**config.mk**
```make
export PLATFORM = sky130hd
export DESIGN_NAME = hwt_err_accum
export DESIGN_NICKNAME = d
export VERILOG_FILES = /design/src/rtl/hwt_pkg.sv /design/src/rtl/hwt_err_accum.sv
export SDC_FILE = /design/constraint.sdc
export NUM_CORES = 1
export LEC_CHECK = 0
export BUFFER_PORTS_ARGS = -buffer_cell sky130_fd_sc_hd__buf_4
export CAP_MARGIN = 20
export CORE_UTILIZATION = 43
export DETAILED_ROUTE_END_ITERATION = 8
export PLACE_DENSITY = 0.75
export SETUP_SLACK_MARGIN = 0.3
export SLEW_MARGIN = 25
export SYNTH_ARGS = -nofsm -noshare
export SYNTH_HDL_FRONTEND = slang
export SYNTH_SLANG_ARGS = --single-unit
```
**constraint.sdc**
```tcl
create_clock -name clk -period 1.4 [get_ports clk]
set_input_delay 0.28 -clock clk [delete_from_list [all_inputs] [get_ports clk]]
set_output_delay 0.28 -clock clk [all_outputs]
set_load 0.05 [all_outputs]
```
**src/rtl/hwt_pkg.sv**
```systemverilog
// Shared definitions for the NonHWT sweep checker: vector width, FSM state
// encoding and the golden model of the checked logic cone.
package hwt_pkg;

    localparam int unsigned VEC_W = 4;

    typedef enum logic [1:0] {
        IDLE   = 2'd0,
        DRIVE  = 2'd1,
        SAMPLE = 2'd2,
        DONE   = 2'd3
    } hwt_state_e;

    // Golden cone Y = D & ((A & B) | C), with vec = {A, B, C, D}.
    function automatic logic golden_y(input logic [VEC_W-1:0] vec);
        return vec[0] & ((vec[3] & vec[2]) | vec[1]);
    endfunction

endpackage

```
**src/rtl/hwt_err_accum.sv**
```systemverilog
// Mismatch accumulator: saturating error counter plus a first-failure
// capture register that is written once per run and then held.
module hwt_err_accum
    import hwt_pkg::*;
#(
    parameter int unsigned CNT_W = 8
) (
    input  logic             clk,
    input  logic             rst_n,
    input  logic             clr_i,
    input  logic             en_i,
    input  logic             mismatch_i,
    input  logic [VEC_W-1:0] vec_i,
    output logic [CNT_W-1:0] err_count_o,
    output logic [VEC_W-1:0] first_err_vec_o,
    output logic             first_err_valid_o
);

    localparam logic [CNT_W-1:0] CNT_MAX = '1;
    localparam logic [CNT_W-1:0] CNT_ONE = CNT_W'(1);

    logic [CNT_W-1:0] cnt_q,   cnt_d;
    logic [VEC_W-1:0] fvec_q,  fvec_d;
    logic             valid_q, valid_d;

    // Next-state: clear on a new run, otherwise count and capture on a sampled mismatch.
    always_comb begin
        // NOTE: every variable gets a default first so no path leaves one unassigned (no latch).
        cnt_d   = cnt_q;
        fvec_d  = fvec_q;
        valid_d = valid_q;
        if (clr_i) begin
            cnt_d   = '0;
            fvec_d  = '0;
            valid_d = 1'b0;
        end else if (en_i && mismatch_i) begin
            // Saturate at all-ones; the counter never wraps back to zero.
            if (cnt_q != CNT_MAX) begin
                cnt_d = cnt_q + CNT_ONE;
            end
            // Only the first failing vector of a run is kept.
            if (!valid_q) begin
                fvec_d  = vec_i;
                valid_d = 1'b1;
            end
        end
    end

    // Result registers.
    always_ff @(posedge clk or negedge rst_n) begin
        if (!rst_n) begin
            cnt_q   <= '0;
            fvec_q  <= '0;
            valid_q <= 1'b0;
        end else begin
            // NOTE: state registers use non-blocking assignments so all flops update together.
            cnt_q   <= cnt_d;
            fvec_q  <= fvec_d;
            valid_q <= valid_d;
        end
    end

    assign err_count_o       = cnt_q;
    assign first_err_vec_o   = fvec_q;
    assign first_err_valid_o = valid_q;

endmodule

```
### Word-level counts from Yosys, hierarchy flattened

Cells that the tools add are included.

* mux-type cells: 8
* add/subtract/negate cells: 1
* reduce and logical (&&, ||, !) cells: 5
* eq/ne operators: 2

Operators with widths (number)
* 2-to-1 mux 8 bit: 3
* 2-to-1 mux 4 bit: 3
* adder 8 x 1 -> 8 bit, second input constant: 1
* inequality test 8 bit, second input constant: 1
* AND reduction 2 bit: 2
* nonzero test 2 bit: 2
* 2-to-1 mux 1 bit: 2
* inequality test 2 bit, second input constant: 1
* logical AND 1 bit: 1

* logic and storage cells: 19
* input port bits: 9
* register bits: 13

### Logic depth before layout (Yosys ltp)

Gate-level depths: netlist of the first run.

* word-level depth: 4
* gate-level depth with buffers: 4
* mapped depth without buffers: 4

### Worst setup path before layout of the first run

Ideal clock, no wire load.

* kind: register -> register
* start point: reg cnt_q[0] (netlist: err_count_o[0])
* end point: reg cnt_q[3] (netlist: err_count_o[3])
* arrival time: 1.627 ns
* data required time: 1.272 ns
* setup slack: -0.355 ns
* cell stages (with the launch flop): 5
* period minus slack after synthesis: 1.755 ns
* setup time: 0.128 ns
* path through: dfrtp_1 -> ha_1 -> and3_1 -> a211oi_2 -> mux2_1

* word-level cells in the longest chain between the ends: 4

RTL lines
* from (decl): RTL line hwt_err_accum.sv:22 `logic [CNT_W-1:0] cnt_q, cnt_d;`
* from (signal assigned): RTL line hwt_err_accum.sv:57 `cnt_q <= cnt_d;`
* adder 8 x 1 -> 8 bit: RTL line hwt_err_accum.sv:39 `cnt_d = cnt_q + CNT_ONE;`
* 2-to-1 mux 8 bit: RTL line hwt_err_accum.sv:38 `if (cnt_q != CNT_MAX) begin`
* 2-to-1 mux 8 bit: RTL line hwt_err_accum.sv:36 `end else if (en_i && mismatch_i) begin`
* 2-to-1 mux 8 bit: RTL line hwt_err_accum.sv:32 `if (clr_i) begin`

Parallel ways exist; a longest one is shown, timed or not. The select of a mux whose other input is x is not followed.
A chain may end at the register's enable or synchronous reset.

### Final worst setup path of the first run

* start point: reg cnt_q[1] (netlist: err_count_o[1])
* end point: reg cnt_q[3] (netlist: err_count_o[3])

Same word-level chain as after synthesis.

==> metrics, run 1 <==
run status finished, violations left; violated checks negative setup slack; TritonCTS clock tree built; uppermost signal routing layer after detailed routing met4; crit-path cells ha_4 -> and3_4 -> a211oi_2 -> mux2_1; internal portion of total power 569.8 µW; CTS max path bufs 2; Crit path required time 1.58 ns; remaining global-route overflow 0; #FFs+latches synth 13; final instance area 0.001251 mm²; worst slack after detailed placement -0.03707 ns; fraction of final layout cells sized beyond drive strength 1 62.73%; Compound-Gate Fraction of Synth Area 14.23%; share of power burned in combinational logic 20.4%; Via density 5.730; buffer cell driving the clock tree root sky130_fd_sc_hd__clkbuf_4; ANT nets after route 0; routed wire length 2182 µm; endpoint of the worst hold path first_err_vec_o[1]; leakage component of the power 0.5772 nW; TritonRoute pass-1 iters 4; dpl cell area 955.9 µm²; Avg Inst Size Synth 10.68 µm²; total of max-cap violations 0; I/O pins 22; portion of netlist area occupied by mux cells 12.07%; remaining design rule violation count 0; area inside the core boundary 0.001506 mm²; logic depth of the worst register-to-register path 4; number of failing setup endpoints in the final timing report 3; std cell rows 14; clock sinks 13; portion of the clock cycle consumed by the worst path in the final layout 103.8%; n_diodes 0; Post-Synthesis Net Count 75; number of buffers created by CTS 3; number of library cell types mapped by synthesis 29; Hold Path Class in -> reg; GP Congestion 0.7481; number of antenna violations at the first check in global routing 0; net switching power 238.6 µW; number of buffer cells added on primary ports 21; Util after Layout 83.06%; setup repair after global routing missed its margin yes; sort of element at the end of the critical path register; final cell count without fillers 126; count of vias placed by the detailed router 722; sequential element share of the synthesized area 46.85%; largest clock skew in the final design 0.005137 ns; Die Y 42.19 µm; insertion delay to the later sink of the worst-skew pair 0.29 ns; worst min-delay path startpoint vec_i[1]; horizontal extent of the die 42.19 µm; post-route setup slack -0.05281 ns; stages on the worst setup path 4; classification of the worst setup path reg -> reg; post-placement cell count 108; xor and xnor area share after synthesis 0%; maximum fanout along the worst path 3; clock share of power 30.6%; fraction of the mapped netlist area in simple logic gates 20.36%; post-detailed-placement half-perimeter wirelength 1153 µm; worst path buffer plus inverter count 0; hold violation count in the final report 0; shortest clock period the worst path allows after layout 1.453 ns; switching share of power 29.51%; main combinational cell family by area after synthesis simple AND/OR/NAND/NOR gates; Total Nets Final 121; maximum vdd ir drop 0.0006571 V; cell area after synthesis 694.4 µm²; htree depth 1; post-synthesis share of cell area spent on full adders, half adders and majority gates 1.802%; effective utilization at floorplan 46.10%; kind of launch point of the worst setup path register; amount of wire on met2 after detailed routing 1094 µm; transition time of the tightest slew-check pin 0.2836 ns; max-slew violation total from the final report 0; Top delay family on crit path flip-flops; first-pass GRT wire length 2960 µm; Area Overhead vs Synth 80.18%; post-synthesis instance total 65; reg2reg start err_count_o[1]; largest stage delay on the critical path 0.43 ns; largest net degree at the start of global routing 17; aggregate negative setup slack -0.07827 ns; relative max-transition margin 81.04%; die area 0.001780 mm²; number of cells on the worst hold path 3; Routed met3 length 76 µm; R2R setup slack -0.05 ns; All-Layer GR Usage 22.97%; cell with the largest stage delay on the worst path sky130_fd_sc_hd__dfrtp_2; Cell Pwr Density 646.1 mW/mm²; Ys Warns 0; number of DRC markers after the initial detailed-route iteration 15; max frequency 0.6883 GHz; routed length per instance 17.32 µm; sequential share of power 49.0%; Clock transition at path regs 0.08 ns; data arrival time at the worst-slack endpoint 1.63 ns; total routed wire length on the met1 layer 922 µm; number of global-route vias before repair 645; endpoint of the most critical register-to-register path err_count_o[3]
[worst max-delay path by stage]
stage | startpoint | to | slack, ns
after global routing | err_count_o[1] | err_count_o[4] | -0.06
after global placement | err_count_o[1] | err_count_o[3] | 0.008
after floorplan | err_count_o[2] | err_count_o[4] | -0.17
final | err_count_o[1] | err_count_o[3] | -0.05
after detailed placement | err_count_o[1] | err_count_o[3] | -0.04
after CTS | err_count_o[1] | err_count_o[3] | -0.004
[cell usage in the layout (no fill, tap or decap), types with 2 or more instances in the layout]
master	instances
sky130_fd_sc_hd__nor2_1	8
sky130_fd_sc_hd__clkbuf_4	3
sky130_fd_sc_hd__mux2i_1	5
sky130_fd_sc_hd__mux2_1	2
sky130_fd_sc_hd__nand2_1	4
sky130_fd_sc_hd__a311oi_2	3
sky130_fd_sc_hd__dfrtp_2	9
sky130_fd_sc_hd__nor2b_1	4
sky130_fd_sc_hd__buf_4	23
sky130_fd_sc_hd__buf_6	12
sky130_fd_sc_hd__dfrtp_1	4
sky130_fd_sc_hd__buf_8	9
sky130_fd_sc_hd__a211oi_2	2
sky130_fd_sc_hd__inv_1	2
[state kept, by name, indices dropped and copies added (netlist names)]
signal	flops
err_count_o	8
first_err_vec_o	4
first_err_valid_o	1
[stage by stage]
step	hold WS (ns)	total power [mW]
after floorplan	-0.01559	0.4789
after global placement	0.1304	0.5345
after detailed placement	0.1307	0.5355
after CTS	0.2371	0.7821
after global routing	0.2354	0.8319
final	0.2363	0.8084
[timing repair]
| item | in CTS | in global routing |
|---|---|---|
| pin swaps | 7 | 8 |
| hold buffers | 1 | 0 |
| hold endpoints to repair | 13 | 0 |
| setup endpoints to repair | 21 | 25 |
| gates resized for setup | 31 | 9 |
| buffers inserted | 6 | 7 |
[worst reg2reg max path, stage by stage (launching register included)]
cell and delay [ns]:
sky130_fd_sc_hd__dfrtp_2 0.43, sky130_fd_sc_hd__ha_4 0.17, sky130_fd_sc_hd__and3_4 0.17, sky130_fd_sc_hd__a211oi_2 0.24, sky130_fd_sc_hd__mux2_1 0.34
[layer usage]
layer | vias up | GRT usage (%)
met1 | 366 | 29.25
met3 | 9 | 5.172
li1 | 328 | -
met2 | 19 | 36.31
met5 | - | 0
met4 | 0 | 11.88
[area by class of cell]
cell class | count | area (µm²)
well taps | 16 | 20.02
fillers | 87 | 255.2
multi-input cells | 46 | 407.9
inverters | 2 | 7.507
flip-flops and latches | 13 | 336.6
clock buffers | 4 | 26.28
repair buffers | 45 | 452.9
[power groups by stage]
stage	combinational [mW]	clock (mW)	sequential, mW
detailed placement	0.134	0	0.401
CTS	0.150	0.237	0.395
floorplan	0.0380	0	0.441
global placement	0.134	0	0.401
finish	0.165	0.248	0.396
global route	0.177	0.258	0.397
[logic make-up (layout without fill, tap and decap cells)]
kind of cell / Yosys count / after routing
compound gates: 11 / 11
fa+ha+maj: 1 / 1
buf+inv: 6 / 51
flops: 13 / 13
mux: 8 / 8
simple gates: 26 / 26
[synth_stat cells]
| master | number | share of area [%] |
|---|---|---|
| sky130_fd_sc_hd__dfrtp_1 | 13 | 47 |
| sky130_fd_sc_hd__nor2_1 | 8 | 4.3 |
| sky130_fd_sc_hd__mux2i_1 | 5 | 7.2 |
| sky130_fd_sc_hd__nand2_1 | 4 | 2.2 |
| sky130_fd_sc_hd__nor2b_1 | 4 | 3.6 |
| sky130_fd_sc_hd__mux2_1 | 3 | 4.9 |
| sky130_fd_sc_hd__a311oi_1 | 2 | 2.5 |
| sky130_fd_sc_hd__and4_1 | 2 | 2.5 |
| sky130_fd_sc_hd__buf_2 | 2 | 1.4 |
| sky130_fd_sc_hd__inv_1 | 2 | 1.1 |
| sky130_fd_sc_hd__nand3_1 | 2 | 1.4 |
| sky130_fd_sc_hd__a211oi_1 | 1 | 1.1 |
| sky130_fd_sc_hd__a211oi_2 | 1 | 1.8 |
| sky130_fd_sc_hd__a21oi_1 | 1 | 0.72 |
| sky130_fd_sc_hd__a21oi_2 | 1 | 1.3 |
| sky130_fd_sc_hd__a311oi_2 | 1 | 2.2 |
| sky130_fd_sc_hd__a31oi_1 | 1 | 0.90 |
| sky130_fd_sc_hd__a41oi_1 | 1 | 1.3 |
| sky130_fd_sc_hd__and2_1 | 1 | 0.90 |
| sky130_fd_sc_hd__and3_1 | 1 | 0.90 |
| sky130_fd_sc_hd__and4bb_1 | 1 | 1.8 |
| sky130_fd_sc_hd__buf_6 | 1 | 1.6 |
| sky130_fd_sc_hd__clkbuf_1 | 1 | 0.54 |
| sky130_fd_sc_hd__ha_1 | 1 | 1.8 |
| sky130_fd_sc_hd__nand3b_1 | 1 | 1.1 |
| sky130_fd_sc_hd__nand4_1 | 1 | 0.90 |
| sky130_fd_sc_hd__nor3_1 | 1 | 0.72 |
| sky130_fd_sc_hd__o311ai_1 | 1 | 1.3 |
| sky130_fd_sc_hd__o41ai_1 | 1 | 1.3 |
Note: power is estimated with default switching activity, not from simulation.
==> run 2, diff against run 1 <==
- BUFFER_PORTS_ARGS: -buffer_cell sky130_fd_sc_hd__buf_4 -> unset
- CORE_UTILIZATION: 43 -> 52
- DONT_BUFFER_PORTS: unset -> 1
- PLACE_DENSITY: 0.75 -> 0.73
==> run 2 against run 1 <==
The flow still finishes with violations (negative setup slack). Combinational power fell by 43%. Sequential share of layout area up 5.6 points. Clock power down 2%. Final cell count fell by 20%. Register-to-register slack gained 0.04 ns. Flip-flop and latch count is the same. Clock skew about the same. Fmax grew 2.7%. First-iteration DRC count is 20% lower. Critical path type unchanged.
==> metrics, run 2 (synthesis results as in run 1) <==
max-slew violation total from the final report 0 (unchanged); aggregate negative setup slack -0.02566 ns (+0.05261 ns); uppermost signal routing layer after detailed routing met4; horizontal extent of the die 38.55 µm (-8.6%); post-detailed-placement half-perimeter wirelength 1178 µm (+2.2%); Hold Path Class in -> reg; routed wire length 1892 µm (-13%); max frequency 0.7069 GHz (+2.7%); number of DRC markers after the initial detailed-route iteration 12 (-3); portion of the clock cycle consumed by the worst path in the final layout 101.0% (-2.7 points); remaining global-route overflow 0 (unchanged); leakage component of the power 0.4475 nW (-22%); total of max-cap violations 0 (unchanged); total routed wire length on the met1 layer 776 µm (-16%); transition time of the tightest slew-check pin 0.5951 ns (+0.3115 ns); Routed met3 length 81 µm (+6.6%); kind of launch point of the worst setup path register; number of buffers created by CTS 3 (unchanged); htree depth 1 (unchanged); multi-input gate area in the final layout 387.9 µm² (-4.9%); amount of wire on met2 after detailed routing 996 µm (-9.0%); largest clock skew in the final design 0.005207 ns (+0.00006986 ns); post-route setup slack -0.01469 ns (+0.03812 ns); insertion delay to the later sink of the worst-skew pair 0.28 ns (about the same); run status finished, violations left; first-pass GRT wire length 3084 µm (+4.2%); reg2reg start err_count_o[1]; number of failing setup endpoints in the final timing report 2 (-1); relative max-transition margin 60.20% (-21 points); number of global-route vias before repair 656 (+1.7%); GP Congestion 0.7268 (-2.8%); Via density 6.347 (+11%); Area Overhead vs Synth 51.17%; All-Layer GR Usage 31.82% (+8.9 points); number of antenna violations at the first check in global routing 0 (unchanged); std cell rows 12 (-2); count of vias placed by the detailed router 641 (-11%); final cell count without fillers 101 (-20%); Clock transition at path regs 0.08 ns (about the same); source of the critical timing path err_count_o[1]; TritonCTS clock tree built; setup repair after global routing missed its margin yes; maximum fanout along the worst path 3 (unchanged); hold violation count in the final report 0 (unchanged); area used by sequential logic in the layout 341.6 µm² (+1.5%); effective utilization at floorplan 59.29% (+13 points); ANT nets after route 0 (unchanged); post-placement cell count 92 (-15%); classification of the worst setup path reg -> reg; commonest non-fill, non-tap cell in the layout sky130_fd_sc_hd__dfrtp_2; shortest clock period the worst path allows after layout 1.415 ns (-0.03812 ns); power after layout 751.1 µW (-7.1%); die area 0.001486 mm² (-17%); Die Y 38.55 µm (-8.6%); clock sinks 13 (unchanged); remaining design rule violation count 0 (unchanged); n_diodes 0 (unchanged); maximum vdd ir drop 0.0006913 V (+5.2%); Cell Pwr Density 715.5 mW/mm² (+11%); Crit path required time 1.57 ns (about the same); I/O pins 22 (unchanged); routed length per instance 18.73 µm (+8.2%); TritonRoute pass-1 iters 4 (unchanged); number of flip-flops in the largest register 8 (unchanged); worst min-delay path startpoint clr_i; data arrival time at the worst-slack endpoint 1.59 ns (-0.04 ns); final hold slack 0.04597 ns (-0.1903 ns); largest net degree at the start of global routing 17 (unchanged); buffer cell driving the clock tree root sky130_fd_sc_hd__clkbuf_4; count of fill cells added during filler insertion 46 (-47%); number of buffer cells added on primary ports 0 (-100%); fraction of final layout cells sized beyond drive strength 1 57.47% (-5.3 points); CTS max path bufs 2 (unchanged); area inside the core boundary 0.001171 mm² (-22%); sort of element at the end of the critical path register; leading cell types in the layout, fill and taps excluded sky130_fd_sc_hd__dfrtp_2 (13), sky130_fd_sc_hd__nor2_1 (8), sky130_fd_sc_hd__buf_4 (7), sky130_fd_sc_hd__buf_8 (6); violated checks negative setup slack; Total Nets Final 98 (-19%)
-- run 2: cell types whose count changed in the layout (fill, tap and decap cells not counted), sizes merged --
cell,previous run,this run
buf,44,21
-- run 2: area by class of cell --
class | count | share of cell area, %
clock buffers | 4 | 2.503
flip-flops and latches | 13 | 32.54
multi-input cells | 46 | 36.95
well taps | 14 | 1.669
repair buffers | 22 | 25.63
inverters | 2 | 0.7151
-- run 2: repair_timing --
| item | 4_1_cts | 5_1_grt |
|---|---|---|
| cloned | 0 | 0 |
| endpoints found under the setup margin | 22 | 25 |
| hold endpoints to repair | 13 | 0 |
| pin swaps | 9 | 5 |
| setup buffers | 1 | 3 |
| hold buffers | 1 | 0 |
| gates resized for setup | 34 | 4 |
-- run 2: critical path: stages, from the launching register on --
cell,delay [ns]
sky130_fd_sc_hd__dfrtp_2,0.43
sky130_fd_sc_hd__ha_4,0.17
sky130_fd_sc_hd__and3_4,0.16
sky130_fd_sc_hd__a211oi_2,0.21
sky130_fd_sc_hd__mux2_1,0.34
-- run 2: per-stage QoR --
| stage | area [µm²] | utilization [%] | setup slack [ns] |
|---|---|---|---|
| 6_report | 1050 | 89.64 | -0.01469 |
| 5_1_grt | 1050 | 89.64 | -0.05785 |
| 4_1_cts | 1016 | 86.75 | -0.02257 |
| 3_5_place_dp | 848.3 | 72.44 | -0.04519 |
| 3_3_place_gp | 848.3 | 72.44 | -0.02715 |
| 2_1_floorplan | 728.2 | - | -0.1698 |
-- run 2: per-layer routing --
metal	up-vias	track usage [%]
met5	-	0
met4	0	17.24
met3	5	5.233
met2	29	51.25
met1	320	40.23
li1	287	-
-- run 2: power breakdown --
group | internal, mW | total, mW | switching [mW]
combinational | 0.0422 | 0.0946 | 0.0523
sequential | 0.387 | 0.415 | 0.0273
clock | 0.111 | 0.242 | 0.131
total | 0.540 | 0.751 | 0.211
-- run 2: final timing paths --
check	endpoint	slack, ns	depth (start not counted)
max	err_count_o[3]	-0.01	4
min	err_count_o[6]	0.05	1
max reg2reg	err_count_o[3]	-0.01	4
min reg2reg	first_err_valid_o	0.69	3
max in group asynchronous	err_count_o[1]	0.54	1
min in group asynchronous	err_count_o[6]	0.43	1
